--- src/rtl/basepair_packer_if.sv ---
// Byte-in / frame-out bundle between the nucleotide source, the packer and the aligner loader.
// master = source/consumer side, slave = basepair_packer.
interface basepair_packer_if #(
  parameter int REF_BASES  = 50,
  parameter int READ_BASES = 8
);
  logic [7:0]              base_char;
  logic                    base_valid;
  logic                    base_ready;
  logic [2*REF_BASES-1:0]  reference;
  logic [2*READ_BASES-1:0] shortread;
  logic                    frame_valid;
  logic                    frame_ack;
  logic                    bad_char;
  logic [7:0]              err_count;

  modport master (
    output base_char, base_valid, frame_ack,
    input  base_ready, reference, shortread, frame_valid, bad_char, err_count
  );

  modport slave (
    input  base_char, base_valid, frame_ack,
    output base_ready, reference, shortread, frame_valid, bad_char, err_count
  );
endinterface

--- src/rtl/basepair_packer.sv ---
// Packs ASCII nucleotides into 2-bit reference / short-read words, one frame held until acked.
// Optional macro LOWERCASE_BASES_EN: also accept 'a','g','c','t' with the uppercase codes.
//
// state  | meaning
// S_REF  | filling reference word, ptr = next reference base
// S_READ | filling short-read word, ptr = next short-read base
// S_HOLD | frame complete and frozen, waiting for frame_ack
module basepair_packer #(
  parameter int REF_BASES  = 50,
  parameter int READ_BASES = 8
) (
  input logic          clk,
  input logic          reset,
  basepair_packer_if.slave bp
);
  localparam int MAX_BASES = (REF_BASES > READ_BASES) ? REF_BASES : READ_BASES;
  localparam int PTR_W     = (MAX_BASES > 1) ? $clog2(MAX_BASES) : 1;

  typedef enum logic [1:0] {S_REF, S_READ, S_HOLD} state_t;

  state_t                  state_q, state_d;
  logic [PTR_W-1:0]        ptr_q, ptr_d;
  logic [2*REF_BASES-1:0]  ref_q, ref_d;
  logic [2*READ_BASES-1:0] read_q, read_d;
  logic                    fv_q, fv_d;
  logic                    bad_q, bad_d;
  logic [7:0]              err_q, err_d;

  logic       xfer;
  logic       legal;
  logic [1:0] code;

  always_comb begin
    legal = 1'b1;
    code  = 2'b00;
    case (bp.base_char)
      8'h41: code = 2'b00;
      8'h47: code = 2'b01;
      8'h43: code = 2'b10;
      8'h54: code = 2'b11;
`ifdef LOWERCASE_BASES_EN
      8'h61: code = 2'b00;
      8'h67: code = 2'b01;
      8'h63: code = 2'b10;
      8'h74: code = 2'b11;
`else
`endif
      default: legal = 1'b0;
    endcase
  end

  assign bp.base_ready = (state_q != S_HOLD) & ~reset;
  assign xfer          = bp.base_valid & bp.base_ready;

  always_comb begin
    state_d = state_q;
    ptr_d   = ptr_q;
    ref_d   = ref_q;
    read_d  = read_q;
    case (state_q)
      S_REF: begin
        if (xfer && legal) begin
          ref_d[{ptr_q, 1'b0} +: 2] = code;
          if (ptr_q == PTR_W'(REF_BASES - 1)) begin
            state_d = S_READ;
            ptr_d   = '0;
          end else begin
            ptr_d = ptr_q + 1'b1;
          end
        end
      end
      S_READ: begin
        if (xfer && legal) begin
          read_d[{ptr_q, 1'b0} +: 2] = code;
          if (ptr_q == PTR_W'(READ_BASES - 1)) begin
            state_d = S_HOLD;
            ptr_d   = '0;
          end else begin
            ptr_d = ptr_q + 1'b1;
          end
        end
      end
      S_HOLD: begin
        if (bp.frame_ack) state_d = S_REF;
      end
      default: state_d = S_REF;
    endcase

    fv_d  = (state_d == S_HOLD);
    bad_d = xfer & ~legal;
    // illegal bytes still complete the handshake; only the error counter moves
    err_d = (xfer && !legal && err_q != 8'hFF) ? err_q + 8'd1 : err_q;
  end

  always_ff @(posedge clk or posedge reset) begin
    if (reset) begin
      state_q <= S_REF;
      ptr_q   <= '0;
      ref_q   <= '0;
      read_q  <= '0;
      fv_q    <= 1'b0;
      bad_q   <= 1'b0;
      err_q   <= 8'h00;
    end else begin
      state_q <= state_d;
      ptr_q   <= ptr_d;
      ref_q   <= ref_d;
      read_q  <= read_d;
      fv_q    <= fv_d;
      bad_q   <= bad_d;
      err_q   <= err_d;
    end
  end

  assign bp.reference   = ref_q;
  assign bp.shortread   = read_q;
  assign bp.frame_valid = fv_q;
  assign bp.bad_char    = bad_q;
  assign bp.err_count   = err_q;
endmodule

--- src/flat_wrapper.sv ---
// flat-port wrapper written by rule: the top's interface ports become plain ports
module basepair_packer_flat 
#(
  parameter int REF_BASES  = 50,
  parameter int READ_BASES = 8
)
  (clk, reset, bp_base_char, bp_base_valid, bp_frame_ack, bp_base_ready, bp_reference, bp_shortread, bp_frame_valid, bp_bad_char, bp_err_count);
  basepair_packer_if #(.REF_BASES(REF_BASES), .READ_BASES(READ_BASES)) bp_i ();
  input logic clk;
  input logic reset;
  input wire logic [$bits(bp_i.base_char)-1:0] bp_base_char;
  input wire logic [$bits(bp_i.base_valid)-1:0] bp_base_valid;
  input wire logic [$bits(bp_i.frame_ack)-1:0] bp_frame_ack;
  output wire logic [$bits(bp_i.base_ready)-1:0] bp_base_ready;
  output wire logic [$bits(bp_i.reference)-1:0] bp_reference;
  output wire logic [$bits(bp_i.shortread)-1:0] bp_shortread;
  output wire logic [$bits(bp_i.frame_valid)-1:0] bp_frame_valid;
  output wire logic [$bits(bp_i.bad_char)-1:0] bp_bad_char;
  output wire logic [$bits(bp_i.err_count)-1:0] bp_err_count;
  assign bp_i.base_char = bp_base_char;
  assign bp_i.base_valid = bp_base_valid;
  assign bp_i.frame_ack = bp_frame_ack;
  assign bp_base_ready = bp_i.base_ready;
  assign bp_reference = bp_i.reference;
  assign bp_shortread = bp_i.shortread;
  assign bp_frame_valid = bp_i.frame_valid;
  assign bp_bad_char = bp_i.bad_char;
  assign bp_err_count = bp_i.err_count;
  basepair_packer #(.REF_BASES(REF_BASES), .READ_BASES(READ_BASES)) u_core (.clk(clk), .reset(reset), .bp(bp_i));
endmodule
--- config.mk ---
export PLATFORM = sky130hd
export DESIGN_NAME = basepair_packer_flat
export DESIGN_NICKNAME = d
export VERILOG_FILES = /design/src/rtl/basepair_packer_if.sv /design/src/rtl/basepair_packer.sv /design/src/flat_wrapper.sv
export SDC_FILE = /design/constraint.sdc
export NUM_CORES = 1
export LEC_CHECK = 0
export CAP_MARGIN = 10
export CORE_AREA = 2 2 81 161
export CTS_CLUSTER_DIAMETER = 150
export CTS_CLUSTER_SIZE = 24
export DETAILED_ROUTE_END_ITERATION = 10
export DIE_AREA = 0 0 83 163
export GPL_TIMING_DRIVEN = 0
export PLACE_DENSITY = 0.85
export SKIP_CTS_REPAIR_TIMING = 1
export SLEW_MARGIN = 20
export SYNTH_ARGS = -nofsm -noshare
export SYNTH_HDL_FRONTEND = slang
export SYNTH_SLANG_ARGS = --single-unit
--- constraint.sdc ---
create_clock -name clk -period 5.7 [get_ports clk]
set_clock_uncertainty 0.05 [all_clocks]
set_input_delay 1.14 -clock clk [delete_from_list [all_inputs] [get_ports clk]]
set_output_delay 1.14 -clock clk [all_outputs]
set_load 0.1 [all_outputs]
**After elaboration in Yosys (flattened, before gate mapping)**

Cells that the tools add are included.
W data, S select, Z words.

- Input port bits: 12
- Bits in read-only memories: 0
- Memories kept: 0
- Latch bits: 0
- Logic and storage cells: 57
- Output and inout port bits: 127
- Bits in registers: 134
- Memory bits (writable): 0

- $add $sub $neg: 3
- Mux-type cells: 15
- $lt $le $gt $ge: 0
- Equality and inequality tests: 13
- Reductions and logical operators: 10
- Divide/modulo/power cells: 0
- Multiply operators: 0
- Bitwise gates (word level): 5
- Shifts and indexed selects: 4

Operators by type and width:

| cell | count |
|---|---|
| $bwmux W100 | 1 |
| $shift A2 B9 Y100 const A | 1 |
| $shiftx A2 B9 Y100 | 1 |
| $eq A8 B7 Y1 const B | 4 |
| $mux W6 | 4 |
| $bwmux W16 | 1 |
| $shift A2 B9 Y16 const A | 1 |
| $shiftx A2 B9 Y16 | 1 |
| $pmux W2 S3 | 2 |
| $pmux W6 S2 | 1 |
| $mux W2 | 5 |
| $neg A7 Y9 | 1 |
| $add A8 B1 Y8 const B | 1 |
| $ne A8 B8 Y1 const B | 1 |
| $add A6 B1 Y6 const B | 1 |
| $eq A6 B3 Y1 const B | 1 |
| $eq A6 B6 Y1 const B | 1 |
| $eq A2 B2 Y1 const B | 2 |
| $ne A2 B1 Y1 const B | 2 |
| $reduce_and A2 Y1 | 2 |
| $reduce_or A4 Y1 | 1 |
| $and A1 B1 Y1 | 3 |
| $logic_and A1 B1 Y1 | 3 |
| $reduce_and A3 Y1 | 1 |
| 7 further kinds | 8 |

**Logic depth before layout (Yosys ltp)**

- Depth in word-level cells: 7
- Mapped depth: 10

**Worst setup path after synthesis**

OpenSTA, ideal clock, no wires.

- Path type: input -> register
- From: input port reset
- To: register u_core.ptr_q[2]
- Library setup time: 0.125 ns
- Path buffers: 0
- Stages: 5
- Path slack: 0.383 ns
- Data arrival time: 5.142 ns
- Cells stage by stage: inv_1 -> nand3_1 -> nor3_1 -> nand2_1 -> mux2_2

- Cells in the longest elaborated chain, start to end: 6
- Elaborated cells between the ends (all ways): 7
- Classes of those cells: eq/ne (2); bitwise (3); reduce/logical (2)

Ends and longest elaborated chain:

| element | line | source |
|---|---|---|
| start: declaration | flat_wrapper.sv:10 | `input logic reset;` |
| $not A1 Y1 (*) | basepair_packer.sv:52 | `assign bp.base_ready = (state_q != S_HOLD) & ~reset;` |
| $and A1 B1 Y1 (*) | basepair_packer.sv:52 |  |
| $and A1 B1 Y1 (*) | basepair_packer.sv:53 | `assign xfer = bp.base_valid & bp.base_ready;` |
| $logic_and A1 B1 Y1 (*) | basepair_packer.sv:62, basepair_packer.sv:73 |  |
| $ne A2 B1 Y1 (no source line) | n/a |  |
| $reduce_and A3 Y1 (no source line) (*) | n/a |  |
| end signal: assignment | basepair_packer.sv:106 | `ptr_q <= ptr_d;` |
| end: declaration | basepair_packer.sv:22 | `logic [PTR_W-1:0] ptr_q, ptr_d;` |

Mark *: on every way between the ends. The rest lies on a longest branch, timed or not.
A chain may end at the register's enable or synchronous reset.

**Worst setup path after layout**

- From: input port reset
- To: output port bp_base_ready

- Cells in the longest elaborated chain, start to end: 2

Ends and longest elaborated chain:

| element | line | source |
|---|---|---|
| $not A1 Y1 | basepair_packer.sv:52 |  |
| $and A1 B1 Y1 | basepair_packer.sv:52 |  |
| end: declaration | flat_wrapper.sv:14 | `output wire logic [$bits(bp_i.base_ready)-1:0] bp_base_ready;` |

No other way between the ends.

==> impl_metrics.ini <==
[die]
placementRows = 58
die_area_um2 = 13500
die_h_um = 163
fp.coreArea_um2 = 12400
die_x_um = 83
start_util_pct = 49.7
pin_count = 139

[critical_path]
critical_path.max_fanout = 3
crit_path_start_kind = primary input
crit_path_top_delay_cell = clkdlybuf4s50_1
path_cells = clkdlybuf4s50_1, nor2_1, clkdlybuf4s50_1
worstPathArrival_ns = 2.96
worstPathRequired_ns = 4.51
critPathBufInv = 2
crit_family = buffers and inverters
crit_path_end_kind = output pin
slowest_delay_ns = 1.14
path_class = primary input to output pin
cp_common_cell = clkdlybuf4s50_1

[placement]
gp_congestion = 0.893
dp_worst_setup_slack_ns = 1.55
port_buffers = 138
place_inst = 797
hpwl_mm = 11.4

[cts]
cts_max_path_buffers = 2
cts.sinks = 134
clock-root-buffer = clkbuf_16
clk_pin_slew_ns = 0.06
cts_tree = done
htreeDepth = 4
numCtsBuffers = 17
clk_latency_ns = 0.42

[sta]
fin_crit_sh_pct = 72.8
whs_ns = 0.444
setup_viol = 0
layout_setup_ws_ns = 1.55
rsz0062_at_grt = no
timing.final.crit_period_ns = 4.15
slew_viol_final = 0
fmax_mhz = 241
timing.final.hold_violations = 0
max-slew-margin-rel_pct = 29.3
fin_tns_setup_ns = 0
tightestPinTransition_ns = 1.06

[routing]
dr.pass1.iters = 5
viasPerCell = 5.69
drc = 0
postRouteAntennaNets = 0
vias = 4713
wirelength_mm = 15.8
drt_iter0_markers = 261
wl_per_cell_um = 19.1

[pwr]
p_leak_uw = 0.00372
peakVddDrop_mv = 0.262
power.density_nw_per_um2 = 301

[yosys]
ys_ff_latch = 134
synthDistinctLibCells = 55
ys_seq_area_share_pct = 54.4
yosysWarnings = 0
syn_nets = 524
ys.flop_type = dfrtp_1
syn_inst = 508
avgSynthCellArea_um2 = 12.1
async_flop_share_pct = 100
syn_area_um2 = 6160
synth-edff-count = 0

[global_routing]
antenna_found_initial = 0
track_usage_pct = 23.8
grt_pass1_wl_mm = 25.4
grt_max_degree = 95
grt_overflow_total = 0
grt_pass1_vias = 4835

[finish]
final_nets = 682
fin_cells = 829
drive_gt1_share_pct = 24.0
antenna_cells = 0
fin_util_pct = 67.6
nFillCells = 908
synthToLayoutAreaGrowth_pct = 36.0

[status]
outcome = completed

[worst_hold_path]
hp-class = flip-flop to flip-flop

[run]
maxCapViolCount = 0
==> layout by cell type (no fill, tap or decap), types with 8 or more instances in the layout <==
cell type        count
clkdlybuf4s50_1    138
nor3_1              32
nand3_1             10
nor2_1              26
nand2_1             45
xnor2_1              9
and3_1               9
dfrtp_1            134
clkbuf_16           17
mux2_2             115
nand2b_1             8
clkbuf_1            18
==> synthesized netlist by cell type (3+ instances only) <==
cell / number / area share [%]
dfrtp_1: 134 / 54
mux2_2: 115 / 21
nand2_1: 45 / 2.7
nor3_1: 32 / 2.6
nor2_1: 26 / 1.6
clkbuf_1: 18 / 1.1
nand3_1: 10 / 0.81
and3_1: 9 / 0.91
xnor2_1: 9 / 1.3
nand2b_1: 8 / 0.81
nor2b_1: 7 / 0.71
inv_1: 6 / 0.37
nand4_1: 6 / 0.61
nor3b_1: 5 / 0.61
nor4_1: 5 / 0.51
o21ai_0: 5 / 0.41
buf_2: 4 / 0.32
ha_1: 4 / 0.81
or3_1: 4 / 0.41
a2111oi_2: 3 / 0.73
a21oi_1: 3 / 0.24
mux2i_1: 3 / 0.49
o2bb2ai_1: 3 / 0.43
==> layout make-up <==
cell class / instances / area [µm²] / share of cell area (%)
Clock buffer: 17 / 425 / 5.07
Sequential cell: 134 / 3350 / 40.0
Multi-Input combinational cell: 342 / 2680 / 31.9
Inverter: 6 / 30.0 / 0.358
Buffer: 26 / 110 / 1.31
Clock inverter: 15 / 191 / 2.28
Tap cell: 150 / 188 / 2.24
Timing Repair Buffer: 139 / 1410 / 16.8
==> routing by layer <==
metal,up-vias,part of all wire (%),global-route usage [%]
li1,2143,-,-
met1,2333,40,29.5
met2,202,49,37.7
met3,35,8.6,9.07
met4,0,2.8,9.17
met5,-,0,0
==> state kept, by name (all words and copies together), names as in the netlist <==
| name | cells |
|---|---|
| u_core.state_q | 2 |
| u_core.ptr_q | 6 |
| u_core.bp.frame_valid | 1 |
| u_core.bp.reference | 100 |
| u_core.bp.err_count | 8 |
| u_core.bp.shortread | 16 |
| u_core.bp.bad_char | 1 |
==> power by group <==
| group | switching, µW | internal [µW] | total [µW] |
|---|---|---|---|
| sequential | 26.5 | 974 | 1000 |
| clock | 450 | 699 | 1150 |
| combinational | 278 | 94.4 | 372 |
| total | 755 | 1770 | 2520 |
==> through the flow <==
stage	power (µW)	cell area, µm²
2_1_floorplan	1290	6160
3_3_place_gp	1380	7730
3_5_place_dp	1390	7770
4_1_cts	2550	8380
5_1_grt	2610	8380
6_report	2520	8380
==> kinds of logic (layout without fill, tap and decap cells) <==
family	count (synthesis)	count (layout)	share of synthesized area, %
muxes	119	119	21.7
xor gates and xnor gates	11	11	1.56
adders and majority gates	4	4	0.812
buffers and inverters	32	203	2.15
and+or+nand+nor	173	173	14.8
AOI/OAI and AO/OA	35	35	4.57
DFF	134	134	54.4
==> path summary, 6_finish.rpt <==
path | start | end | slack, ns | cells after the start
max | reset | bp_base_ready | 1.55 | 3
min | u_core.bp.err_count[7] | u_core.bp.err_count[7] | 0.44 | 1
max reg2reg | u_core.ptr_q[0] | u_core.bp.reference[86] | 1.94 | 10
min reg2reg | u_core.bp.err_count[7] | u_core.bp.err_count[7] | 0.44 | 1
max in group asynchronous | reset | u_core.bp.reference[85] | 3.76 | 3
min in group asynchronous | reset | u_core.bp.err_count[7] | 1.10 | 2
No activity file was read; power rests on OpenSTA's default activity.
